[src/rtl/pll_reset_sequencer.sv]
// pll_reset_sequencer: brings up the PLL from the board oscillator clock,
// qualifies its lock and holds sys_reset until the lock has been stable long
// enough. It also handles lock timeouts with bounded retries, lock loss while
// running, and software/button retry requests.
// Build option: define PLL_SEQ_LOSS_CNT_EN to add the loss_cnt output, which
// counts lock-loss events.
module pll_reset_sequencer #(
  parameter int unsigned PLL_RST_CYCLES      = 16,
  parameter int unsigned LOCK_TIMEOUT_CYCLES = 1000000,
  parameter int unsigned LOCK_STABLE_CYCLES  = 1024,
  parameter int unsigned HOLD_CYCLES         = 256,
  parameter int unsigned MAX_RETRIES         = 3,
  parameter int unsigned CNT_W               = 20,
  parameter int unsigned SYNC_STAGES         = 2,
  localparam int unsigned RC_W               = $clog2(MAX_RETRIES + 1)
) (
  input  logic            clock_clock,
  input  logic            reset,
  input  logic            pll_lock,
  input  logic            retry_req,
  output logic            pll_rst,
  output logic            sys_reset,
  output logic            ready,
  output logic            fail,
  output logic [2:0]      state,
  output logic [RC_W-1:0] retry_cnt
`ifdef PLL_SEQ_LOSS_CNT_EN
  ,
  output logic [7:0]      loss_cnt
`endif
);

  typedef enum logic [2:0] {
    S_PLL_RST   = 3'd0,
    S_WAIT_LOCK = 3'd1,
    S_STABLE    = 3'd2,
    S_HOLD      = 3'd3,
    S_RUN       = 3'd4,
    S_FAIL      = 3'd5
  } state_t;

  // Terminal counts. HOLD runs one edge past HOLD_CYCLES so that sys_reset
  // falls on the documented edge once the lock has been qualified.
  localparam logic [CNT_W-1:0] RST_LAST  = CNT_W'(PLL_RST_CYCLES - 1);
  localparam logic [CNT_W-1:0] TO_LAST   = CNT_W'(LOCK_TIMEOUT_CYCLES - 1);
  localparam logic [CNT_W-1:0] STB_LAST  = CNT_W'(LOCK_STABLE_CYCLES - 1);
  localparam logic [CNT_W-1:0] HOLD_LAST = CNT_W'(HOLD_CYCLES);
  localparam logic [RC_W-1:0]  RC_MAX    = RC_W'(MAX_RETRIES);

  state_t                 state_q, state_d;
  logic [CNT_W-1:0]       cnt_q, cnt_d;
  logic [RC_W-1:0]        retry_q, retry_d;
  logic [SYNC_STAGES-1:0] sync_q;
  logic                   lock_s;
  logic                   pll_rst_d, sys_reset_d, ready_d, fail_d;

  // Synchroniser for the raw, asynchronous pll_lock input.
  always_ff @(posedge clock_clock or posedge reset) begin
    if (reset) sync_q <= '0;
    else       sync_q <= {sync_q[SYNC_STAGES-2:0], pll_lock};
  end

  assign lock_s = sync_q[SYNC_STAGES-1];

  // State, shared counter, retry count and registered outputs.
  always_ff @(posedge clock_clock or posedge reset) begin
    if (reset) begin
      state_q   <= S_PLL_RST;
      cnt_q     <= '0;
      retry_q   <= '0;
      pll_rst   <= 1'b1;
      sys_reset <= 1'b1;
      ready     <= 1'b0;
      fail      <= 1'b0;
    end else begin
      state_q   <= state_d;
      cnt_q     <= cnt_d;
      retry_q   <= retry_d;
      pll_rst   <= pll_rst_d;
      sys_reset <= sys_reset_d;
      ready     <= ready_d;
      fail      <= fail_d;
    end
  end

  // Next state, counter and retry count. The counter is cleared on every state
  // change; it is frozen in RUN and FAIL so that it can never wrap.
  always_comb begin
    state_d = state_q;
    cnt_d   = cnt_q + CNT_W'(1);
    retry_d = retry_q;
    unique case (state_q)
      S_PLL_RST: begin
        if (cnt_q == RST_LAST) state_d = S_WAIT_LOCK;
      end
      S_WAIT_LOCK: begin
        if (lock_s) begin
          state_d = S_STABLE;
        end else if (cnt_q == TO_LAST) begin
          if (retry_q == RC_MAX) begin
            state_d = S_FAIL;
          end else begin
            state_d = S_PLL_RST;
            retry_d = retry_q + RC_W'(1);
          end
        end
      end
      S_STABLE: begin
        if (!lock_s)                state_d = S_WAIT_LOCK;
        else if (cnt_q == STB_LAST) state_d = S_HOLD;
      end
      S_HOLD: begin
        if (!lock_s) begin
          state_d = S_PLL_RST;
        end else if (cnt_q == HOLD_LAST) begin
          state_d = S_RUN;
          retry_d = '0;
        end
      end
      S_RUN: begin
        cnt_d = cnt_q;
        // A retry request and a lock loss in the same cycle produce a single
        // entry to PLL_RST.
        if (!lock_s || retry_req) begin
          state_d = S_PLL_RST;
          retry_d = '0;
        end
      end
      S_FAIL: begin
        cnt_d = cnt_q;
        if (retry_req) begin
          state_d = S_PLL_RST;
          retry_d = '0;
        end
      end
      default: state_d = S_PLL_RST;
    endcase
    if (state_d != state_q) cnt_d = '0;
  end

  // Output decode of the next state; the result is registered.
  always_comb begin
    pll_rst_d   = (state_d == S_PLL_RST) || (state_d == S_FAIL);
    sys_reset_d = (state_d != S_RUN);
    ready_d     = (state_d == S_RUN);
    fail_d      = (state_d == S_FAIL);
  end

  assign state     = state_q;
  assign retry_cnt = retry_q;

`ifdef PLL_SEQ_LOSS_CNT_EN
  logic loss_evt;
  assign loss_evt = ((state_q == S_HOLD) || (state_q == S_RUN)) && !lock_s;

  // Saturating count of lock-loss events; only reset clears it.
  always_ff @(posedge clock_clock or posedge reset) begin
    if (reset)                         loss_cnt <= '0;
    else if (loss_evt && loss_cnt != '1) loss_cnt <= loss_cnt + 8'd1;
  end
`endif

endmodule
[config.mk]
export PLATFORM = sky130hd
export DESIGN_NAME = pll_reset_sequencer
export DESIGN_NICKNAME = d
export VERILOG_FILES = /design/src/rtl/pll_reset_sequencer.sv
export SDC_FILE = /design/constraint.sdc
export NUM_CORES = 1
export LEC_CHECK = 0
export BUFFER_PORTS_ARGS = -buffer_cell sky130_fd_sc_hd__buf_2
export CORE_MARGIN = 2
export CORE_UTILIZATION = 55
export CTS_CLUSTER_SIZE = 20
export DETAILED_ROUTE_END_ITERATION = 10
export PLACE_DENSITY = 0.76
export SLEW_MARGIN = 30
export SYNTH_ARGS = -nofsm -noshare
export SYNTH_HDL_FRONTEND = slang
export SYNTH_SLANG_ARGS = --single-unit
[constraint.sdc]
create_clock -name clock_clock -period 2.85 [get_ports clock_clock]
set_input_delay 0.57 -clock clock_clock [delete_from_list [all_inputs] [get_ports clock_clock]]
set_output_delay 0.57 -clock clock_clock [all_outputs]
set_load 0.03 [all_outputs]
# After elaboration in Yosys (flattened, before gate mapping)
# Cells that the tools add are included.
[word_totals]
register_bits = 31
inputBits = 4
output_inout_bits = 9
wordCells = 61
[op_classes]
add_sub_neg = 2
eq_ne = 22
muxes = 21
n_reduce_logical = 8
[ops]
columns = ["cell", "count"]
rows = [
  ["2-to-1 mux 20 bit", 2],
  ["2-to-1 mux 3 bit", 10],
  ["adder 20 x 1 -> 20 bit (second input constant)", 1],
  ["== test 20 x 10 -> 1 bit (second input constant)", 1],
  ["== test 20 bit (second input constant)", 1],
  ["== test 20 x 4 -> 1 bit (second input constant)", 1],
  ["== test 20 x 9 -> 1 bit (second input constant)", 1],
  ["one-hot mux 3 bit (6 select lines)", 1],
  ["2-to-1 mux 2 bit", 7],
  ["!= test 2 bit (second input constant)", 7],
  ["== test 3 bit (second input constant)", 4],
  ["one-hot mux 2 bit (4 select lines)", 1],
  ["AND reduction 8 bit", 1],
  ["== test 3 x 2 -> 1 bit (second input constant)", 2],
  ["zero test 3 bit", 2],
  ["nonzero test 4 bit", 1],
  ["== test 3 x 1 -> 1 bit (second input constant)", 1],
  ["!= test 3 bit", 1],
  ["!= test 3 bit (second input constant)", 1],
  ["adder 2 x 1 -> 2 bit (second input constant)", 1],
  ["== test 2 bit (second input constant)", 1],
  ["logical OR 1 bit", 2],
  ["!= test 2 x 1 -> 1 bit (second input constant)", 1],
  ["OR reduction 2 bit", 1],
  ["zero test 1 bit", 1],
]

# Logic depth before layout (Yosys ltp)
# Gate-level depths: netlist (run 1).
[depth]
word_depth = 7
ltp_mapped = 8
mapped_depth_nobuf = 7

# Worst setup path after synthesis (run 1)
# OpenSTA, ideal clock, no wires.
[synth_path]
kind = "register -> register"
start = "register state_q[0] (netlist: state[0])"
end = "register cnt_q[10]"
setup_ns = 0.072
arrival_ns = 2.190
t_required_ns = 2.778
slack_ns = 0.588
stages_incl_launch_ff = 9
path_buffers = 2
period_less_slack_ns = 2.262
path_cell_list = "dfrtp_1 -> clkbuf_1 -> inv_1 -> nor4_1 -> a21boi_0 -> nand4bb_4 -> mux2_4 -> buf_6 -> nor2_1"
[synth_between]
elab_chain_len = 5
word_cells_on_any_way = 20
cone_classes = "7 x eq/ne; 11 x mux; 2 x reduce/logical"
[synth_lines]
columns = ["item", "line_no", "text"]
rows = [
  ["from (decl)", "50", "state_t state_q, state_d;"],
  ["from (signal assigned)", "76", "state_q <= state_d;"],
  ["2-to-1 mux 3 bit (on tied branches)", "115, 110, 99", ""],
  ["2-to-1 mux 3 bit (on tied branches)", "113, 109, 97", ""],
  ["one-hot mux 3 bit (6 select lines) *", "92", "unique case (state_q)"],
  ["net state_d[0]", "50", ""],
  ["!= test 3 bit *", "138", "if (state_d != state_q) cnt_d = '0;"],
  ["!= test 2 x 1 -> 1 bit (no source line) or 2-to-1 mux 20 bit (tied branches)", "--", ""],
  ["to (signal assigned)", "77", "cnt_q <= cnt_d;"],
  ["to (decl)", "51", "logic [CNT_W-1:0] cnt_q, cnt_d;"],
]
# Mark *: on every way through the listed nets, which the timed path passes. The rest lies on a longest branch.
# A chain may end at the register's enable or synchronous reset.

# Worst setup path after layout (run 1)
[layout_path]
start = "register cnt_q[11]"
end = "register cnt_q[16]"
[layout_between]
elab_chain_len = 6
word_cells_on_any_way = 17
cone_classes = "1 x add/sub; 6 x eq/ne; 10 x mux"
[layout_lines]
columns = ["item", "line_no", "text"]
rows = [
  ["== test 20 x 9 -> 1 bit (tied with other cells)", "115", "end else if (cnt_q == HOLD_LAST) begin"],
  ["2-to-1 mux 3 bit (on tied branches)", "115, 110, 99", ""],
  ["2-to-1 mux 3 bit (on tied branches)", "113, 109, 97", ""],
  ["one-hot mux 3 bit (6 select lines) *", "92", ""],
  ["net state_d[0]", "50", ""],
  ["!= test 3 bit *", "138", ""],
  ["!= test 2 x 1 -> 1 bit (no source line) or 2-to-1 mux 20 bit (tied branches)", "--", ""],
]
# Mark *: on every way through the listed nets, which the timed path passes. The rest lies on a longest branch. The select of a mux whose other input is x is not followed.

==> results of run 1 <==
[worst reg2reg max path: cells and delay by family (launching register included)]
| family | cells | cell delay [ns] |
|---|---|---|
| flip-flops | 1 | 0.42 |
| multiplexers | 1 | 0.41 |
| AND/OR/NAND/NOR | 4 | 1.31 |
| AO/OA/AOI/OAI | 1 | 0.13 |
[cell usage after synthesis (all sizes together)]
cell / n / area share [%]
a21boi: 1 / 0.45
a21oi: 2 / 0.59
a221oi: 1 / 0.52
a31oi: 2 / 0.74
and2: 1 / 0.37
and3: 3 / 1.1
and4: 2 / 1.0
and4bb: 1 / 0.74
buf: 1 / 0.67
clkbuf: 7 / 1.6
dfrtp: 29 / 43
dfstp: 2 / 3.1
ha: 3 / 2.2
inv: 6 / 1.3
mux2: 1 / 0.89
nand2: 15 / 3.3
nand2b: 4 / 1.5
nand3: 9 / 2.7
nand4: 9 / 3.3
nand4b: 2 / 1.0
nand4bb: 2 / 2.3
nor2: 26 / 5.8
nor2b: 1 / 0.37
nor3: 5 / 1.5
nor3b: 1 / 0.45
nor4: 4 / 2.4
nor4b: 3 / 1.6
o2111ai: 1 / 0.52
o211ai: 3 / 1.3
o21a: 1 / 0.45
o21ai: 3 / 0.89
or2: 1 / 0.37
or3: 2 / 0.74
or4: 3 / 1.6
xnor2: 6 / 3.1
xor2: 12 / 6.2
[how the worst max path moves through the flow]
stage | to | slack [ns] | cells after the start
floorplan | cnt_q[10]$_DFFE_PP0P_ | 0.59 | 8
global placement | cnt_q[14]$_DFFE_PP0P_ | 0.58 | 6
detailed placement | cnt_q[16]$_DFFE_PP0P_ | 0.53 | 6
CTS | cnt_q[16]$_DFFE_PP0P_ | 0.52 | 6
global route | cnt_q[1]$_DFFE_PP0P_ | 0.37 | 6
finish | cnt_q[16]$_DFFE_PP0P_ | 0.52 | 6
[layout make-up]
type,count,area share [%]
Tap cell,33,2.27
Inverter,6,1.24
Multi-Input combinational cell,130,46.5
Sequential cell,31,42.9
Clock buffer,6,2.27
Clock inverter,2,0.689
Timing Repair Buffer,14,4.14
[power breakdown]
group / switching [mW] / leakage [nW] / total, mW / internal (mW)
Combinational: 0.254 / 0.390 / 0.408 / 0.154
Clock: 0.158 / 0.0282 / 0.253 / 0.0950
Sequential: 0.0773 / 0.412 / 0.574 / 0.497
Total: 0.489 / 0.831 / 1.24 / 0.746
[logic make-up (layout without fill, tap and decap cells)]
kind of cell	Yosys count	after routing	synth area share (%)
AND/OR/NAND/NOR	94	94	32.2
flip-flops	31	31	46.2
XOR/XNOR	18	18	9.37
AO/OA/AOI/OAI	14	14	5.50
buffers and inverters	14	28	3.57
adder cells (fa/ha/maj)	3	3	2.23
multiplexers	1	1	0.892
[routing by layer]
| metal | global-route usage (%) | up-vias |
|---|---|---|
| met1 | 27.5 | 634 |
| met3 | 4.80 | 11 |
| met5 | 0 | - |
| met4 | 10.4 | 0 |
| li1 | - | 641 |
| met2 | 36.3 | 43 |
[registers in the layout, summed over array words and instances, names as in the netlist]
register   cells
retry_cnt      2
pll_rst        1
sync_q         2
fail           1
ready          1
cnt_q         20
sys_reset      1
state          3
==> summary.md, run 1 <==
| Metric | Value |
|---|---|
| Result of the run | finished, final reports clean |
| Met1 routed wirelength after detailed routing | 1500 µm |
| Ratio of routed vias to standard cells | 5.99 |
| Initial detailed-routing violation count | 79 |
| Gates resized, CTS repair | 0 |
| Finished Layout Cells | 222 |
| Final clock period utilization by the worst path | 81.8% |
| Relative slew slack | 55.1% |
| Clock Sink Count | 31 |
| Sequential share of the synthesized area | 46.2% |
| Worst-Margin Slew | 0.670 ns |
| Clock latency at the later pin of the worst-skew pair | 0.34 ns |
| Fmax | 429 MHz |
| Global placement routability congestion | 0.838 |
| Fillers | 254 |
| Antenna Diode Count | 0 |
| Buffers added on ports | 12 |
| Origin of the critical flop-to-flop path | cnt_q[11]$_DFFE_PP0P_ |
| Overall die width | 59.3 µm |
| Number of warning messages in the yosys log | 0 |
| Worst r2r dst | cnt_q[16]$_DFFE_PP0P_ |
| Launch point of the worst path | cnt_q[11]$_DFFE_PP0P_ |
| Floorplan die area | 0.00352 mm² |
| Clock transition at the register clock pins on the worst setup and hold paths after CTS | 0.10 ns |
| Worst setup SP type | flip-flop |
| Worst hold slack | 0.234 ns |
| Worst EP arrival | 2.60 ns |
| Setup bufs post-CTS | 0 |
| Worst R2R Setup Slack | 0.52 ns |
| Total of hold buffers inserted after clock tree synthesis | 0 |
| Unrepaired setup endpoints after global routing | false |
| Cell at the root of the clock tree | sky130_fd_sc_hd__clkbuf_4 |
| Clock buffer count from CTS | 5 |
| Layout cell share with drive strength beyond 1 | 15.3% |
| GR Util All Layers | 22.1% |
| Critical path required time | 3.12 ns |
| Summed instance area of the synthesized netlist | 0.00168 mm² |
| CP max-delay cell | sky130_fd_sc_hd__or4_4 |
| Detail Placement HPWL | 2520 µm |
| Final Instance Area | 0.00182 mm² |
| Utilization after layout | 61.0% |
| Crit end category | flip-flop |
| Count of cells along the worst register-to-register path | 6 |
| Largest fanout on the critical path | 14 |
| Total number of vias | 1329 |
| Maximum cell stage delay along the critical path | 0.58 ns |
| Top cell family by delay on the critical path | simple AND/OR/NAND/NOR gates |
| Final antenna-violating net count | 0 |
| Worst-case clock buffer depth | 2 |
| Antenna violations before repair | 0 |
| Count of mapped cells out of synthesis | 175 |
| Post-placement cell count | 214 |
| Final critical-path setup slack | 0.518 ns |
| Flip-flop and latch count after synthesis | 31 |
| Number of top-level design ports | 13 |
| Mean Syn Cell Area | 9.62 µm² |
| First-pass GRT wire length | 5730 µm |
| Starting utilization of the core area | 56.5% |
| Routed wire length | 3460 µm |
| Detailed Routing Iterations Pass 1 | 4 |
| Critical setup path kind | flip-flop to flip-flop |
| Classification of the worst-slack hold path | input port to async pin |
| Post-layout net count | 195 |
| Number of slew-limit violations in the final report | 0 |
| Max Cap Viol | 0 |
| Number of nets produced by synthesis | 182 |
| Endpoints failing setup | 0 |
| Leakage power figure | 0.831 nW |
| Final hold violation count | 0 |
| Final Critical Period | 2.33 ns |
| Routed wire length on met2 | 1680 µm |
| Average wire length per cell after detail routing | 15.6 µm |
| DRC errors left | 0 |
| Pin count of the biggest net entering global routing | 19 |
| Area delta synth->final | 7.88% |
| Sequential cell area in the final layout | 778 µm² |
| Number of global-route vias before repair | 1262 |
| Worst Clk Skew | 0.0115 ns |
| Power Dens Cells | 680 mW/mm² |
| Total number of placement rows | 20 |
| Highest-count cells in the layout ignoring fill and taps | sky130_fd_sc_hd__dfrtp_1, sky130_fd_sc_hd__nor2_1, sky130_fd_sc_hd__nand2_1 |
| Max rail drop VDD | 326 µV |
| Final TNS setup | 0 ns |
| Core footprint | 0.00298 mm² |
| CTS tree | done |
| Level count of the clock H-tree | 2 |
| Met3 WL post-DR | 172 µm |
| CP Cell Sequence | or4_4 > nor4_4 > a31oi_1 > nand4bb_4 > mux2_4 > nor2_1 |
| Highest metal used | met4 |
| Global-route congestion overflow total | 0 |
| Final Total Pwr | 1.24 mW |
| Most common cell after layout, fill and taps aside | sky130_fd_sc_hd__dfrtp_1 |
| Synth unique cells | 39 |
| Die Height | 59.3 µm |
| Bufs and invs on worst path | 0 |
| Post-Place Cell Area | 0.00176 mm² |
| Placement-stage worst setup slack | 0.527 ns |
| Area of the multi-input gates | 845 µm² |
Power figures use the tool's default switching activity.
==> run 2, diff against run 1 <==
clock period = 2.35 ns   (was 2.85 ns; I/O delays follow)
==> run 2 against run 1 <==
  * Sequential share of layout area is 3.3 points lower
  * Via count grew 3.7%
  * Sequential power is 19% higher
  * Worst setup slack worse by 0.48 ns
  * Register-to-register slack lost 0.48 ns
  * Clock power is 110% higher
  * Count of clock-buffer cells in the layout is 1 lower
  * First-iteration DRC count is 5.1% higher
  * Final area rose by 8.3%
  * Total power is 47% higher
  * Worst hold slack worse by 0.058 ns
  * Critical path type unchanged
==> summary.md, run 2 (synthesized netlist as in run 1, its figures left out) <==
| Metric | Value |
|---|---|
| Result of the run | finished, final reports clean |
| Antenna violations before repair | 0 |
| Fmax | 433 MHz |
| Total number of vias | 1378 |
| Worst-case clock buffer depth | 2 |
| Area of the multi-input gates | 868 µm² |
| Final clock period utilization by the worst path | 98.2% |
| Die Height | 59.3 µm |
| Initial detailed-routing violation count | 83 |
| Detail Placement HPWL | 2580 µm |
| Worst r2r dst | cnt_q[18]$_DFFE_PP0P_ |
| Highest-count cells in the layout ignoring fill and taps | sky130_fd_sc_hd__dfrtp_1, sky130_fd_sc_hd__nor2_1, sky130_fd_sc_hd__nand2_1 |
| Register ranked first by flip-flop count | cnt_q |
| Overall die width | 59.3 µm |
| Classification of the worst-slack hold path | input port to async pin |
| Post-layout net count | 206 |
| Global placement routability congestion | 0.830 |
| Final Instance Area | 0.00197 mm² |
| Largest fanout on the critical path | 7 |
| Number of global-route vias before repair | 1296 |
| Antenna Diode Count | 0 |
| Max Cap Viol | 0 |
| CP Cell Sequence | or4_1 > nor4_1 > o211ai_1 > nand4bb_4 > mux2_2 > nor2_1 |
| Area delta synth->final | 16.8% |
| Relative slew slack | 60.1% |
| Clock latency at the later pin of the worst-skew pair | 0.35 ns |
| Clock buffer count from CTS | 5 |
| Cell at the root of the clock tree | sky130_fd_sc_hd__clkbuf_4 |
| Max reg flops | 20 |
| Crit end category | flip-flop |
| Level count of the clock H-tree | 2 |
| Critical setup path kind | flip-flop to flip-flop |
| Total number of placement rows | 20 |
| Worst EP arrival | 2.58 ns |
| Power Dens Cells | 926 mW/mm² |
| CTS tree | done |
| Average wire length per cell after detail routing | 16.6 µm |
| Count of cells along the worst register-to-register path | 6 |
| Bufs and invs on worst path | 0 |
| Post-Place Cell Area | 0.00181 mm² |
| Critical path required time | 2.62 ns |
| Most common cell after layout, fill and taps aside | sky130_fd_sc_hd__dfrtp_1 |
| Pin count of the biggest net entering global routing | 32 |
| Endpoints failing setup | 0 |
| Max rail drop VDD | 444 µV |
| Final hold violation count | 0 |
| Top cell family by delay on the critical path | simple AND/OR/NAND/NOR gates |
| Maximum cell stage delay along the critical path | 0.63 ns |
| Number of slew-limit violations in the final report | 0 |
| Layout cell share with drive strength beyond 1 | 22.0% |
| DRC errors left | 0 |
| Sequential cell area in the final layout | 778 µm² |
| Detailed Routing Iterations Pass 1 | 4 |
| GR Util All Layers | 23.7% |
| Buffers added on ports | 12 |
| Ratio of routed vias to standard cells | 5.91 |
| First-pass GRT wire length | 6110 µm |
| Floorplan die area | 0.00352 mm² |
| Total of hold buffers inserted after clock tree synthesis | 0 |
| Worst-Margin Slew | 0.594 ns |
| Number of top-level design ports | 13 |
| Final antenna-violating net count | 0 |
| Worst Clk Skew | 0.0138 ns |
| Global-route congestion overflow total | 0 |
| CP max-delay cell | sky130_fd_sc_hd__or4_1 |
| Core footprint | 0.00298 mm² |
| Origin of the critical flop-to-flop path | cnt_q[4]$_DFFE_PP0P_ |
| Clock Sink Count | 31 |
| Leakage power figure | 0.910 nW |
| Final Critical Period | 2.31 ns |
| Worst R2R Setup Slack | 0.04 ns |
| Starting utilization of the core area | 56.5% |
| Worst hold slack | 0.175 ns |
| Routed wire length | 3870 µm |
| Fillers | 246 |
| Clock transition at the register clock pins on the worst setup and hold paths after CTS | 0.11 ns |
| Worst setup SP type | flip-flop |
## run 2: what timing repair did
action,4_1_cts,5_1_grt
resized for setup,0,3
setup endpoints to repair,0,15
setup buffers,0,4
## run 2: how the worst max path moves through the flow
stage / startpoint / end / slack, ns / cells after the start
2_1_floorplan: state[0]$_DFF_PP0_ / cnt_q[10]$_DFFE_PP0P_ / 0.09 / 8
3_3_place_gp: cnt_q[11]$_DFFE_PP0P_ / cnt_q[1]$_DFFE_PP0P_ / 0.14 / 6
3_5_place_dp: cnt_q[11]$_DFFE_PP0P_ / cnt_q[4]$_DFFE_PP0P_ / 0.06 / 6
4_1_cts: cnt_q[11]$_DFFE_PP0P_ / cnt_q[4]$_DFFE_PP0P_ / 0.03 / 6
5_1_grt: cnt_q[4]$_DFFE_PP0P_ / cnt_q[10]$_DFFE_PP0P_ / -0.06 / 6
6_report: cnt_q[4]$_DFFE_PP0P_ / cnt_q[18]$_DFFE_PP0P_ / 0.04 / 6
## run 2: report_power, final
part | switching (mW) | internal, mW | leakage (nW)
Sequential | 0.0824 | 0.603 | 0.412
Clock | 0.203 | 0.331 | 0.0514
Combinational | 0.375 | 0.226 | 0.447
## run 2: worst register-to-register path: cells and delay by family, from the launching register on
kind             cells  cell delay (ns)
AO/OA/AOI/OAI        1             0.20
flip-flops           1             0.45
multiplexers         1             0.42
AND/OR/NAND/NOR      4             1.19
## run 2: layout make-up
type / instances / share of cell area (%)
well taps: 33 / 2.10
flip-flops and latches: 31 / 39.6
repair buffers: 24 / 7.64
clock buffers: 5 / 1.91
multi-input cells: 131 / 44.2
inverters: 6 / 1.15
clock inverters: 3 / 3.44
## run 2: stage by stage
stage	TNS, ns	worst slack [ns]	power (mW)	cells	utilization, %
2_1_floorplan	0	0.0882	1.12	175	-
3_3_place_gp	0	0.142	1.21	220	60.7
3_5_place_dp	0	0.0600	1.24	220	60.7
4_1_cts	0	0.0299	1.77	228	64.2
5_1_grt	-0.421	-0.0649	1.93	233	66.0
6_report	0	0.0420	1.82	233	66.0
## run 2: routing by layer
layer	vias to the layer above	wire (µm)	global-route usage [%]	part of all wire [%]
met4	0	73	11.0	1.9
met3	9	201	6.33	5.2
met2	40	1940	37.0	50
met5	-	0	0	0
met1	666	1650	30.5	43
li1	663	-	-	-
